===== config.mk =====
export PLATFORM = sky130hd
export DESIGN_NAME = checksum_seq
export DESIGN_NICKNAME = d
export VERILOG_FILES = /design/src/rtl/checksum_seq_pkg.sv /design/src/rtl/checksum_seq_if.sv /design/src/rtl/checksum_seq_mul.sv /design/src/rtl/checksum_seq.sv
export SDC_FILE = /design/constraint.sdc
export NUM_CORES = 1
export LEC_CHECK = 0
export BUFFER_PORTS_ARGS = -buffer_cell sky130_fd_sc_hd__buf_2
export CORE_MARGIN = 1
export CORE_UTILIZATION = 25
export DETAILED_ROUTE_END_ITERATION = 6
export PLACE_DENSITY = 0.52
export SYNTH_ARGS = -nofsm -noshare
export SYNTH_HDL_FRONTEND = slang
export SYNTH_SLANG_ARGS = --single-unit
export TNS_END_PERCENT = 50

===== constraint.sdc =====
create_clock -name clk_i -period 2.6 [get_ports clk_i]
set_clock_uncertainty 0.05 [all_clocks]
set_input_delay 0.13 -clock clk_i [delete_from_list [all_inputs] [get_ports clk_i]]
set_output_delay 0.13 -clock clk_i [all_outputs]
set_load 0.02 [all_outputs]

===== src/rtl/checksum_seq_pkg.sv =====
// Shared constants, FSM state type and byte classification for the
// line-checksum sequencer.
package checksum_seq_pkg;

    localparam logic [7:0]  CHAR_LF = 8'h0A;
    localparam logic [7:0]  CHAR_CR = 8'h0D;
    localparam int unsigned COUNT_W = 16;
    localparam int unsigned PROD_W  = 32;

    typedef enum logic [1:0] {
        ST_STREAM,
        ST_MUL,
        ST_DONE
    } state_e;

    function automatic logic is_delim(input logic [7:0] b);
        return (b == CHAR_LF) || (b == CHAR_CR);
    endfunction

endpackage


===== src/rtl/checksum_seq_if.sv =====
// Operand/result bundle between the sequencer and its shift-add multiplier.
interface checksum_seq_if;
    import checksum_seq_pkg::*;

    logic               start;
    logic [COUNT_W-1:0] a;
    logic [COUNT_W-1:0] b;
    logic               busy;
    logic               done;
    logic [PROD_W-1:0]  p;

    modport master (output start, a, b, input busy, done, p);
    modport slave  (input start, a, b, output busy, done, p);

endinterface


===== src/rtl/checksum_seq_mul.sv =====
// Unsigned 16x16 shift-add multiplier, one partial product per cycle;
// done pulses for one cycle 16 edges after start is sampled.
module mul_shift_add
    import checksum_seq_pkg::*;
(
    input  logic         clk_i,
    input  logic         rst_i,
    checksum_seq_if.slave m
);

    logic               busy_q,   busy_d;
    logic               done_q,   done_d;
    logic [3:0]         cnt_q,    cnt_d;
    logic [PROD_W-1:0]  acc_q,    acc_d;
    logic [PROD_W-1:0]  mcand_q,  mcand_d;
    logic [COUNT_W-1:0] mplier_q, mplier_d;

    always_comb begin
        busy_d   = busy_q;
        done_d   = 1'b0;
        cnt_d    = cnt_q;
        acc_d    = acc_q;
        mcand_d  = mcand_q;
        mplier_d = mplier_q;
        if (m.start) begin
            // Bit 0 is folded into the load so the whole product takes 16 edges.
            acc_d    = m.b[0] ? {{(PROD_W-COUNT_W){1'b0}}, m.a} : '0;
            mcand_d  = {{(PROD_W-COUNT_W){1'b0}}, m.a} << 1;
            mplier_d = m.b >> 1;
            cnt_d    = 4'd15;
            busy_d   = 1'b1;
        end else if (busy_q) begin
            acc_d    = acc_q + (mplier_q[0] ? mcand_q : '0);
            mcand_d  = mcand_q << 1;
            mplier_d = mplier_q >> 1;
            cnt_d    = cnt_q - 4'd1;
            if (cnt_q == 4'd1) begin
                busy_d = 1'b0;
                done_d = 1'b1;
            end
        end
    end

    always_ff @(posedge clk_i) begin
        if (rst_i) begin
            busy_q   <= 1'b0;
            done_q   <= 1'b0;
            cnt_q    <= '0;
            acc_q    <= '0;
            mcand_q  <= '0;
            mplier_q <= '0;
        end else begin
            busy_q   <= busy_d;
            done_q   <= done_d;
            cnt_q    <= cnt_d;
            acc_q    <= acc_d;
            mcand_q  <= mcand_d;
            mplier_q <= mplier_d;
        end
    end

    assign m.busy = busy_q;
    assign m.done = done_q;
    assign m.p    = acc_q;

endmodule


===== src/rtl/checksum_seq.sv =====
// Streams text lines into an external letter-count engine, counts lines
// with a doubled / tripled letter, and multiplies the two counts at end of input.
module checksum_seq
    import checksum_seq_pkg::*;
(
    input  logic               clk_i,
    input  logic               rst_i,
    input  logic [7:0]         data_i,
    input  logic               vld_i,
    output logic               rdy_o,
    input  logic               eof_i,
    output logic [7:0]         ck_data_o,
    output logic               ck_vld_o,
    output logic               ck_rst_o,
    input  logic               ck_rep2_i,
    input  logic               ck_rep3_i,
    output logic [COUNT_W-1:0] count2_o,
    output logic [COUNT_W-1:0] count3_o,
    output logic [PROD_W-1:0]  checksum_o,
    output logic               done_o
);

    state_e             state_q,    state_d;
    logic               nonempty_q, nonempty_d;
    logic [COUNT_W-1:0] count2_q,   count2_d;
    logic [COUNT_W-1:0] count3_q,   count3_d;
    logic [PROD_W-1:0]  checksum_q, checksum_d;
    logic               line_end;
    logic               mul_start;

    checksum_seq_if mul_bus ();

    mul_shift_add u_mul (
        .clk_i (clk_i),
        .rst_i (rst_i),
        .m     (mul_bus.slave)
    );

    always_comb begin
        state_d    = state_q;
        nonempty_d = nonempty_q;
        count2_d   = count2_q;
        count3_d   = count3_q;
        checksum_d = checksum_q;
        rdy_o      = 1'b0;
        ck_vld_o   = 1'b0;
        done_o     = 1'b0;
        line_end   = 1'b0;
        mul_start  = 1'b0;

        case (state_q)
            ST_STREAM: begin
                rdy_o = 1'b1;
                if (vld_i) begin
                    if (is_delim(data_i)) begin
                        line_end = nonempty_q;
                    end else begin
                        ck_vld_o   = 1'b1;
                        nonempty_d = 1'b1;
                    end
                end else if (eof_i) begin
                    line_end  = nonempty_q;
                    mul_start = 1'b1;
                    state_d   = ST_MUL;
                end
            end
            ST_MUL: begin
                if (mul_bus.done && !mul_bus.busy) begin
                    checksum_d = mul_bus.p;
                    state_d    = ST_DONE;
                end
            end
            ST_DONE: done_o = 1'b1;
            default: state_d = ST_STREAM;
        endcase

        if (line_end) begin
            nonempty_d = 1'b0;
            if (ck_rep2_i && (count2_q != '1)) count2_d = count2_q + 16'd1;
            if (ck_rep3_i && (count3_q != '1)) count3_d = count3_q + 16'd1;
        end

        if (rst_i) ck_vld_o = 1'b0;
    end

    always_ff @(posedge clk_i) begin
        if (rst_i) begin
            state_q    <= ST_STREAM;
            nonempty_q <= 1'b0;
            count2_q   <= '0;
            count3_q   <= '0;
            checksum_q <= '0;
        end else begin
            state_q    <= state_d;
            nonempty_q <= nonempty_d;
            count2_q   <= count2_d;
            count3_q   <= count3_d;
            checksum_q <= checksum_d;
        end
    end

    // Operands are the post-flush counts so the final line is included.
    assign mul_bus.start = mul_start;
    assign mul_bus.a     = count2_d;
    assign mul_bus.b     = count3_d;

    assign ck_data_o  = data_i;
    assign ck_rst_o   = rst_i | line_end;
    assign count2_o   = count2_q;
    assign count3_o   = count3_q;
    assign checksum_o = (state_q == ST_DONE) ? checksum_q : '0;

endmodule


### After elaboration in Yosys (flattened, before gate mapping)

Cells that the tools add are included.

| cells by class | value |
|---|---|
| add/subtract/negate cells | 4 |
| multipliers | 0 |
| equality and inequality tests | 10 |
| div/mod/pow operators | 0 |
| shift operators | 0 |
| multiplexer cells | 36 |
| $lt $le $gt $ge | 0 |
| reduce and logical (&&, ||, !) cells | 13 |
| bitwise operators | 4 |

Operators with widths:

| cell | count |
|---|---|
| $mux 32 | 4 |
| $mux 16 | 5 |
| $mux 17 | 2 |
| $add 16x1->16 const B | 2 |
| $add 32x32->32 | 1 |
| $ne 16x16->1 const B | 2 |
| $mux 15 | 2 |
| $mux 1 | 17 |
| $eq 8x4->1 const B | 2 |
| $mux 4 | 2 |
| $mux 2 | 3 |
| $ne 2x2->1 const B | 3 |
| $pmux 2 s3 | 1 |
| $eq 4x1->1 const B | 1 |
| $reduce_and 4->1 | 1 |
| $reduce_or 2->1 | 2 |
| $sub 4x1->4 const B | 1 |
| $logic_and 1x1->1 | 3 |
| $not 1->1 | 3 |
| $reduce_and 3->1 | 1 |
| $reduce_or 3->1 | 1 |
| $eq 2x1->1 const B | 1 |
| $eq 2x2->1 const B | 1 |
| $logic_not 2->1 | 1 |
| 5 further kinds | 5 |

| storage, ports and cells | value |
|---|---|
| register bits after elaboration | 151 |
| memory bits (writable) | 0 |
| bits of input ports | 14 |
| memories | 0 |
| latch bits | 0 |
| logic and storage cells | 79 |
| bits in read-only memories | 0 |
| output and inout port bits | 76 |

### Depth between registers and ports, before layout

Gate-level depths: netlist of the first run.

| depth | value |
|---|---|
| depth after elaboration | 8 |
| mapped depth | 12 |
| depth with buffers taken out | 11 |

### Hierarchy

Synthesis of the first run repeated with hierarchy kept, for this count alone.

| second synthesis, totals | value |
|---|---|
| cell total of the unflattened synthesis | 1115 |
| area, all modules | 8974.9 µm² |

By module, submodules not included:

| module | area each (µm²) | times used | cells each |
|---|---|---|---|
| mul_shift_add | 5315.1 | 1 | 658 |
| checksum_seq | 3659.8 | 1 | 457 |

### Worst setup path before layout of the first run

OpenSTA, ideal clock, no wires.

| timing path | value |
|---|---|
| path kind | reg2reg |
| from | register u_mul.mplier_q[0] |
| to | register u_mul.acc_q[29], in the netlist u_mul.m.p[29] |
| arrival time | 2.648 ns |
| cell stages (with the launch flop) | 13 |
| path buffers | 1 |
| required time | 2.433 ns |
| library setup time | 0.117 ns |
| slack | -0.215 ns |
| cells stage by stage | dfxtp_1 -> clkbuf_1 -> and2_1 -> ha_1 -> inv_1 -> fa_1 -> nor2b_1 -> o2111ai_1 -> a21boi_1 -> o221ai_2 -> a2111oi_1 -> mux2i_1 -> nand2_1 |

| on the way | value |
|---|---|
| cells in the longest elaborated chain, start to end | 4 |

Ends and longest elaborated chain:

| element | RTL line | source |
|---|---|---|
| start: declaration | checksum_seq_mul.sv:16 | `logic [COUNT_W-1:0] mplier_q, mplier_d;` |
| start signal: assignment | checksum_seq_mul.sv:58 | `mplier_q <= mplier_d;` |
| $mux 32 | checksum_seq_mul.sv:33 | `acc_d = acc_q + (mplier_q[0] ? mcand_q : '0);` |
| $add 32x32->32 | checksum_seq_mul.sv:33 |  |
| $mux 32 | checksum_seq_mul.sv:32 | `end else if (busy_q) begin` |
| $mux 32 | checksum_seq_mul.sv:25 | `if (m.start) begin` |
| end signal: assignment | checksum_seq_mul.sv:49 | `acc_q <= '0;` |
| end signal: assignment | checksum_seq_mul.sv:56 | `acc_q <= acc_d;` |
| end: declaration | checksum_seq_mul.sv:14 | `logic [PROD_W-1:0] acc_q, acc_d;` |

Every way passes these cells. The select of a mux whose other input is x is not followed.
A chain may end at the register's enable or synchronous reset.

### Worst setup path in the final report of the first run

| timing path | value |
|---|---|
| from | register u_mul.mplier_q[0] |
| to | register u_mul.acc_q[25], in the netlist u_mul.m.p[25] |

The elaborated chain is that of the path after synthesis.

==> results of run 1 <==
[final timing paths]
kind                     start             end
min reg2reg     checksum_q[27]  checksum_q[27]
min                      vld_i      nonempty_q
max reg2reg  u_mul.mplier_q[0]   u_mul.m.p[25]
max          u_mul.mplier_q[0]   u_mul.m.p[25]
[layer usage]
metal  routed length [um]  track usage
met1                12800        0.208
met2                10600        0.212
met3                 1180       0.0265
met4                  291       0.0372
met5                    0            0
[critical path: stages (launching register included)]
cell and delay, ns:
dfxtp_4 0.39, and2_4 0.16, ha_4 0.13, inv_2 0.04, fa_2 0.36, nor2b_2 0.16, o2111ai_2 0.18, a21boi_4 0.25
o221ai_4 0.16, a211oi_2 0.28, mux2_4 0.33, o22ai_2 0.09
[registers in the layout (all words and copies together), names as in the netlist, 2 cells and up]
signal and count:
u_mul.mcand_q 31, checksum_q 32, u_mul.mplier_q 15, count2_o 16, u_mul.cnt_q 4, u_mul.m.p 32
state_q 2, count3_o 16
[power by group through the flow]
stage	combinational (mW)	clock (mW)	sequential, mW
final	0.574	2.53	2.45
after global routing	0.631	2.68	2.46
after CTS	0.564	2.59	2.44
after detailed placement	0.553	0	2.50
after global placement	0.551	0	2.50
after floorplan	0.388	0	2.47
[final cells by class]
| cell class | count | share of cell area |
|---|---|---|
| repair buffers | 192 | 0.115 |
| inverters | 16 | 0.00550 |
| clock buffers | 21 | 0.0431 |
| multi-input cells | 784 | 0.496 |
| well taps | 448 | 0.0513 |
| clock inverters | 10 | 0.0108 |
| flip-flops and latches | 151 | 0.278 |
[repair_timing]
item	4_1_cts	5_1_grt
buffers inserted	2	3
gates resized for setup	14	38
setup endpoints to repair	11	19
pin swaps	8	27
[Yosys cell counts, drive strengths merged, types with 2 or more instances]
cell type  instances
nor3b              3
o31ai              6
a211o              3
and3               9
o221a              7
or3                3
a31o               2
o21ba              2
and2              64
nand2b            10
nand4             19
nor3              19
and4               6
mux2               2
a211oi            56
mux2i             30
clkbuf            57
buf               13
dfxtp            151
o211a              3
ha                34
o21bai             6
inv               15
a21oi             83
nor2b             27
a22oi              2
a21o               9
o22ai              9
o221ai             2
nand3             20
nand2            132
nor4b              2
o21a               4
o21ai             33
nor4              16
nor2              88
o211ai             4
xor2              22
a31oi              4
xnor2             30
a2111oi            2
[stage by stage]
stage / total power [mW] / setup slack, ns / cells / utilization / instance area, um2
final: 5.55 / -0.0427 / 1622 / 0.324 / 10900
after global routing: 5.77 / -0.149 / 1622 / 0.324 / 10900
after CTS: 5.60 / -0.0702 / 1619 / 0.318 / 10700
after detailed placement: 3.05 / -0.168 / 1586 / 0.298 / 10000
after global placement: 3.05 / -0.116 / 1586 / 0.298 / 10000
after floorplan: 2.86 / 0.0237 / 1024 / - / 8600
[kinds of logic after synthesis]
logic type / synth area share
mux: 0.0380
fa+ha+maj: 0.0519
flops: 0.352
simple gates: 0.268
xor+xnor: 0.0539
buf+inv: 0.0478
compound gates: 0.188
==> flow_metrics.tcl, run 1 <==
set metrics [dict create \
    outcome "complete, but fails checks" \
    violations "negative setup slack" \
    grt_max_degree 64 \
    async_reset_ff_frac 0 \
    leakagePower_nw 4.35 \
    drc 0 \
    netlist_area_um2 8590 \
    synth_top_area_cell "dfxtp_1" \
    syn-num-nets 1073 \
    cts_made_buffers 17 \
    ir_drop_mv 0.414 \
    cts_root_buffer "clkbuf_16" \
    nets 1211 \
    cts.sinks 151 \
    rsz0062_at_grt "true" \
    seq_area_frac_synth 0.352 \
    io_buffers 89 \
    p_per_area_nw_per_um2 508 \
    worstPathMaxFanout 8 \
    drt-total-wl_mm 24.9 \
    ant_nets 0 \
    yosys.area.top_type_share 0.352 \
    synth_edf_count 0 \
    grt_overflow_total 0 \
    fp-row-count 67 \
    synth_warnings 0 \
    path_clk_slew_ns 0.07 \
    rrSetupSlack_ns -0.04 \
    fillers 3587 \
    required_ns 2.89 \
    synthToLayoutAreaGrowth_pct 27.1 \
    grt_antenna_before_repair 0 \
    fmax_mhz 378 \
    die_width_um 187 \
    combPwrFrac 0.103 \
    p_sw_mw 1.44 \
    startpoint_type "register" \
    ys_types 80 \
    syn_area_per_cell_um2 8.39 \
    drt-initial-drc-count 415 \
    core_um2 33700 \
    setup_tns_ns -0.0784 \
    diodes 0 \
    first_pass_iters 5 \
    ys_ff_latch 151 \
    cp.arrival_ns 2.94 \
    multi_input_area_um2 5420 \
    avgRoutedWirePerCell_um 15.4 \
    rr_worst_depth 11 \
    seqPwrFrac 0.441 \
    crit_path_end_kind "register" \
    final-seq-area_um2 3030 \
    gp_congestion 0.878 \
    finalCritPeriodShare 1.02 \
    cap_viol_max_count 0 \
    via_per_inst 4.79 \
    h-tree-depth 4 \
    io-pin-count 90 \
    grt_pass1_vias 7461 \
    die_area_um2 35100 \
    p_int_mw 4.11 \
    fin_ws_ns -0.0427 \
    hold_depth 4 \
    cts_tree "done" \
    clock_path_buffers 2 \
    criticalPathCategory "reg2reg" \
    switching_share 0.259 \
    grt_usage 0.142 \
    clock_latency_ns 0.43 \
    hold_viol_final 0 \
    slew_viol_final 0 \
    relSlewSlack 0.208 \
    setup_viol 4 \
    start_util 0.255 \
    hold_class "in2reg" \
    ctsHoldBuffers 0 \
    synthTopCellsByArea "dfxtp_1, nand2_1, ha_1" \
    finalHoldWorstSlack_ns 0.0835 \
    final_cell_mix "dfxtp_1, nand2_1, buf_4" \
    power_frac_clock 0.455 \
    synthCells 1024 \
    die_h_um 187 \
    worst_slew_pin_slew_ns 1.18 \
    synthFlopType "dfxtp_1" \
    grt_pass1_wl_mm 40.4 \
    layout_min_cycle_time_ns 2.64 \
    drive_above_1_share 0.268 \
    dr_total_vias 7769 \
    dpl.hpwl_mm 18.4 \
    final_common_cell "dfxtp_1" \
]
(Power assumes the default switching activity.)
==> run 2, diff against run 1 <==
Settings changed: PLACE_DENSITY 0.52 to 0.5.
Clock period 2.6 ns to 2.83 ns, I/O delays scaled along.
==> run 2 against run 1 <==
The run now ends clean. Setup slack better by 0.11 ns. Critical path depth grew 1. Power is 5.7% lower. Non-clock buffer count decreased by 40. Wire length decreased by 3.0%. Global-route usage fell by 0.24 points. First-iteration DRC count is 11% lower. Critical endpoint is now u_mul.m.p[27]. Largest power group unchanged. Sequential cell count did not move. Worst hold slack worse by 0.013 ns. Combinational power decreased by 17%. Critical path type unchanged. Fmax is 4.3% lower. Die area unchanged.
==> flow_metrics.tcl, run 2 (same netlist as run 1, synthesis figures left out) <==
set metrics [dict create \
    outcome "finished clean" \
    p_per_area_nw_per_um2 498 \
    finalCritPeriodShare 0.976 \
    clock_path_buffers 2 \
    core_um2 33700 \
    fp-row-count 67 \
    die_h_um 187 \
    finalHoldWorstSlack_ns 0.0706 \
    via_per_inst 4.75 \
    grt_overflow_total 0 \
    ant_nets 0 \
    gp_congestion 0.880 \
    setup_tns_ns 0 \
    startpoint_type "register" \
    worstPathMaxFanout 23 \
    final_cell_mix "dfxtp_1, nand2_1, buf_2" \
    drt-total-wl_mm 24.2 \
    hold_viol_final 0 \
    placed_area_um2 9740 \
    relSlewSlack 0.285 \
    cts.sinks 151 \
    diodes 0 \
    path_clk_slew_ns 0.07 \
    synthToLayoutAreaGrowth_pct 22.3 \
    grt_antenna_before_repair 0 \
    fmax_mhz 362 \
    cts_tree "done" \
    pre_cts_slack_ns 0.0133 \
    cts_root_buffer "clkbuf_16" \
    slowest_delay_ns 0.41 \
    dpl.hpwl_mm 18.0 \
    criticalPathCategory "reg2reg" \
    grt_pass1_wl_mm 39.9 \
    layout_min_cycle_time_ns 2.76 \
    io-pin-count 90 \
    fin_total_pwr_mw 5.23 \
    grt_max_degree 66 \
    leakagePower_nw 4.12 \
    h-tree-depth 4 \
    grt_usage 0.140 \
    cap_viol_max_count 0 \
    slew_viol_final 0 \
    fin_ws_ns 0.0676 \
    cts_made_buffers 17 \
    drt-initial-drc-count 368 \
    drc 0 \
    cp.arrival_ns 3.10 \
    final_common_cell "dfxtp_1" \
    timing.critical_path.buf_inv 3 \
    nets 1171 \
    cp_top_family "compound AO/OA/AOI/OAI gates" \
    clock_latency_ns 0.43 \
    ir_drop_mv 0.421 \
    final_cells 1583 \
    start_util 0.255 \
    crit_path_end_kind "register" \
    design_area_um2 10500 \
    io_buffers 89 \
    grt_pass1_vias 7397 \
    die_area_um2 35100 \
    rsz0062_at_grt "true" \
    required_ns 3.17 \
    setup_viol 0 \
    avgRoutedWirePerCell_um 15.3 \
    dr_total_vias 7526 \
    first_pass_iters 5 \
    final_util 0.312 \
    critPathSlowestCell "ha_1" \
    worst_slew_pin_slew_ns 1.07 \
    drive_above_1_share 0.223 \
    die_width_um 187 \
    hold_class "in2reg" \
    dpl.cell_count 1550 \
    crit_chain "buf_4, buf_12, and2_1, ha_1, buf_4, nand2_1, o21bai_1, a31oi_1, o21bai_1, mux2_2, a21oi_1, a211o_1" \
]
## run 2: changes by cell type in the layout (fill, tap and decap cells not counted), moves of 3 or more
| cell | before | now |
|---|---|---|
| buf_4 | 101 | 63 |
| o21ai_1 | 5 | 2 |
| a21oi_1 | 74 | 81 |
| o21ai_0 | 26 | 31 |
| a21oi_2 | 9 | 2 |
| clkinv_4 | 1 | 7 |
| ha_4 | 6 | 2 |
## run 2: layout make-up
cell class                 instances  area [um2]
sequential                       151        3030
inverter                          16        60.1
clock buffer                      19         443
tap                              448         561
clock inverter                    13         198
timing repair buffer             152         933
multi-input combinational        784        5280
fill                            3623       23200
## run 2: routing by layer
layer | share of wire | global-route usage | wire length (um)
met5 | 0 | 0 | 0
met1 | 0.53 | 0.206 | 12800
met3 | 0.036 | 0.0246 | 864
met2 | 0.43 | 0.209 | 10300
met4 | 0.0092 | 0.0350 | 223
## run 2: tightest hold or removal path: cells and delay by family
family	cells	cell delay, ns
AO/OA/AOI/OAI	1	0.12
AND/OR/NAND/NOR	2	0.16
buffers and inverters	1	0.10
## run 2: repair_timing
| item | CTS | global route |
|---|---|---|
| hold buffers | 0 | 0 |
| resized for setup | 0 | 23 |
| setup endpoints to repair | 0 | 14 |
| buffers inserted | 0 | 1 |
## run 2: power by group
part / internal [mW] / switching (mW)
clock: 1.51 / 0.988
combinational: 0.190 / 0.289
sequential: 2.19 / 0.0670
total: 3.89 / 1.34
## run 2: worst paths after layout
| check | startpoint | endpoint | slack [ns] | cells past startpoint |
|---|---|---|---|---|
| min | vld_i | nonempty_q | 0.07 | 4 |
| max | u_mul.mplier_q[0] | u_mul.m.p[27] | 0.07 | 12 |
| min reg2reg | checksum_q[20] | checksum_q[20] | 0.40 | 2 |
| max reg2reg | u_mul.mplier_q[0] | u_mul.m.p[27] | 0.07 | 12 |
==> run 3, diff against run 2 <==
Settings changed: PLACE_DENSITY 0.5 to not set, PLACE_DENSITY_LB_ADDON set to 0.15, SYNTH_HIERARCHICAL set to 1.
==> run 3 against run 2 <==
Utilization is 0.90 points lower. Synthesized cell count rose by 8.9%. Non-clock buffer count fell by 16. Clock-buffer cell count decreased by 2. Largest cell class unchanged. Highest routed layer unchanged.
==> flow_metrics.tcl, run 3 <==
set metrics [dict create \
    outcome "finished clean" \
    p_per_area_nw_per_um2 449 \
    first_pass_iters 5 \
    h-tree-depth 4 \
    drc 0 \
    hold_depth 2 \
    start_util 0.253 \
    rr_worst_depth 10 \
    ys_ff_latch 151 \
    synthToLayoutAreaGrowth_pct 19.6 \
    fillers 3876 \
    via_per_inst 4.62 \
    slowest_delay_ns 0.41 \
    synth_most_common_cell "nor2_1" \
    netlist_area_um2 8970 \
    setup_tns_ns 0 \
    finalCritPeriodShare 0.950 \
    fmax_mhz 372 \
    dpl.hpwl_mm 17.8 \
    nets 1243 \
    yosys.area.top_type_share 0.337 \
    slew_viol_final 0 \
    path_clk_slew_ns 0.07 \
    required_ns 3.13 \
    io-pin-count 90 \
    grt_usage 0.138 \
    clock_path_buffers 2 \
    worst_slew_pin_slew_ns 0.602 \
    hold_class "in2reg" \
    cts.sinks 151 \
    critPathSlowestCell "ha_1" \
    startpoint_type "register" \
    leakagePower_nw 4.45 \
    synth_edf_count 0 \
    grt_overflow_total 0 \
    cpMostUsedCell "o31ai_4" \
    drt-initial-drc-count 439 \
    crit_path_end_kind "register" \
    dpl.cell_count 1630 \
    fin_total_pwr_mw 4.82 \
    grt_max_degree 115 \
    ant_nets 0 \
    synthTopCellsByCount "nor2_1, dfxtp_1, nand2_1" \
    synthTopCellsByArea "dfxtp_1, nor2_1, mux2i_1" \
    synth_top_area_cell "dfxtp_1" \
    ir_drop_mv 0.417 \
    cp.arrival_ns 2.99 \
    setup_viol 0 \
    grt_antenna_before_repair 0 \
    worstPathMaxFanout 27 \
    seq_area_frac_synth 0.337 \
    relSlewSlack 0.598 \
    dr_total_vias 7714 \
    async_reset_ff_frac 0 \
    fp-row-count 69 \
    die_h_um 191 \
    cap_viol_max_count 0 \
    synthFlopType "dfxtp_1" \
    cts_made_buffers 17 \
    cts_root_buffer "clkbuf_16" \
    die_area_um2 36700 \
    io_buffers 89 \
    crit_chain "buf_12, and2_1, ha_1, nand2_2, o31ai_4, a21oi_2, o31ai_4, o211ai_2, and3_4, o31ai_2" \
    core_um2 35500 \
    criticalPathCategory "reg2reg" \
    avgRoutedWirePerCell_um 14.7 \
    final_cell_mix "nor2_1, dfxtp_1, nand2_1" \
    rsz0062_at_grt "true" \
    final_cells 1668 \
    syn-num-nets 1164 \
    synth_warnings 6 \
    grt_pass1_wl_mm 39.8 \
    synthCells 1115 \
    final_common_cell "nor2_1" \
    gp_congestion 0.825 \
    syn_area_per_cell_um2 8.05 \
    ys_types 73 \
    layout_min_cycle_time_ns 2.69 \
    hold_viol_final 0 \
    die_width_um 191 \
    diodes 0 \
    drt-total-wl_mm 24.6 \
    clock_latency_ns 0.44 \
    drive_above_1_share 0.193 \
    cts_tree "done" \
    grt_pass1_vias 7227 \
]
## run 3: changes by cell type after synthesis, sizes merged, moves of 17 or more
| cell | delta |
|---|---|
| nor2 | +67 |
| mux2 | +18 |
| buf | +17 |
| a21oi | +31 |
| nand2 | -18 |
| a211oi | -44 |
| mux2i | +27 |
## run 3: worst paths after layout
path | start | to | slack [ns]
worst min register to register | checksum_q[17] | checksum_q[17] | 0.40
worst max-delay path | u_mul/mplier_q[0] | u_mul/m.p[29] | 0.14
worst max register to register | u_mul/mplier_q[0] | u_mul/m.p[29] | 0.14
worst min-delay path | rst_i | u_mul/mplier_q[12] | 0.05
## run 3: cell type report
type / count / area, um2 / share of cell area
well taps: 461 / 577 / 0.0537
repair buffers: 136 / 843 / 0.0786
multi-input cells: 868 / 5610 / 0.523
clock inverters: 15 / 171 / 0.0160
flip-flops and latches: 151 / 3030 / 0.282
inverters: 20 / 75.1 / 0.00699
clock buffers: 17 / 425 / 0.0396
## run 3: per-stage QoR
step            util  worst slack [ns]  hold WS (ns)  cell area, um2
3_5_place_dp   0.283            0.0820         0.393           10000
4_1_cts        0.300            0.0566        0.0214           10600
5_1_grt        0.303          -0.00931        0.0389           10700
2_1_floorplan      -             0.143         0.288            8970
6_report       0.303             0.142        0.0488           10700
3_3_place_gp   0.283            0.0801         0.390           10000
## run 3: logic make-up (layout without fill, tap and decap cells)
kind of cell,count (synthesis),after routing,share of synthesized area
and+or+nand+nor,473,473,0.262
AOI/OAI and AO/OA,232,232,0.168
DFF,151,151,0.337
buffers and inverters,96,188,0.0453
muxes,77,77,0.0887
xor gates and xnor gates,51,51,0.0498
adders and majority gates,35,35,0.0496
## run 3: timing repair
item | 4_1_cts | 5_1_grt
hold buffers | 2 | 0
setup buffers | 0 | 4
setup endpoints to repair | 0 | 10
resized for setup | 0 | 14
hold endpoints to repair | 1 | 0
## run 3: critical path: cells and delay by family, from the launching register on
family	cells	cell delay (ns)
flops	1	0.36
simple gates	3	0.51
buf+inv	1	0.15
fa+ha+maj	1	0.41
compound gates	5	1.10
## run 3: power by group
part	internal (mW)	switching, mW
Sequential	2.14	0.0322
Combinational	0.110	0.203
Clock	1.32	1.02
## run 3: layer usage
metal	up-vias	global-route usage	share of wire
met5	-	0	0
met2	96	0.208	0.43
met4	0	0.0385	0.0089
li1	4003	-	-
met3	13	0.0259	0.029
met1	3602	0.199	0.53
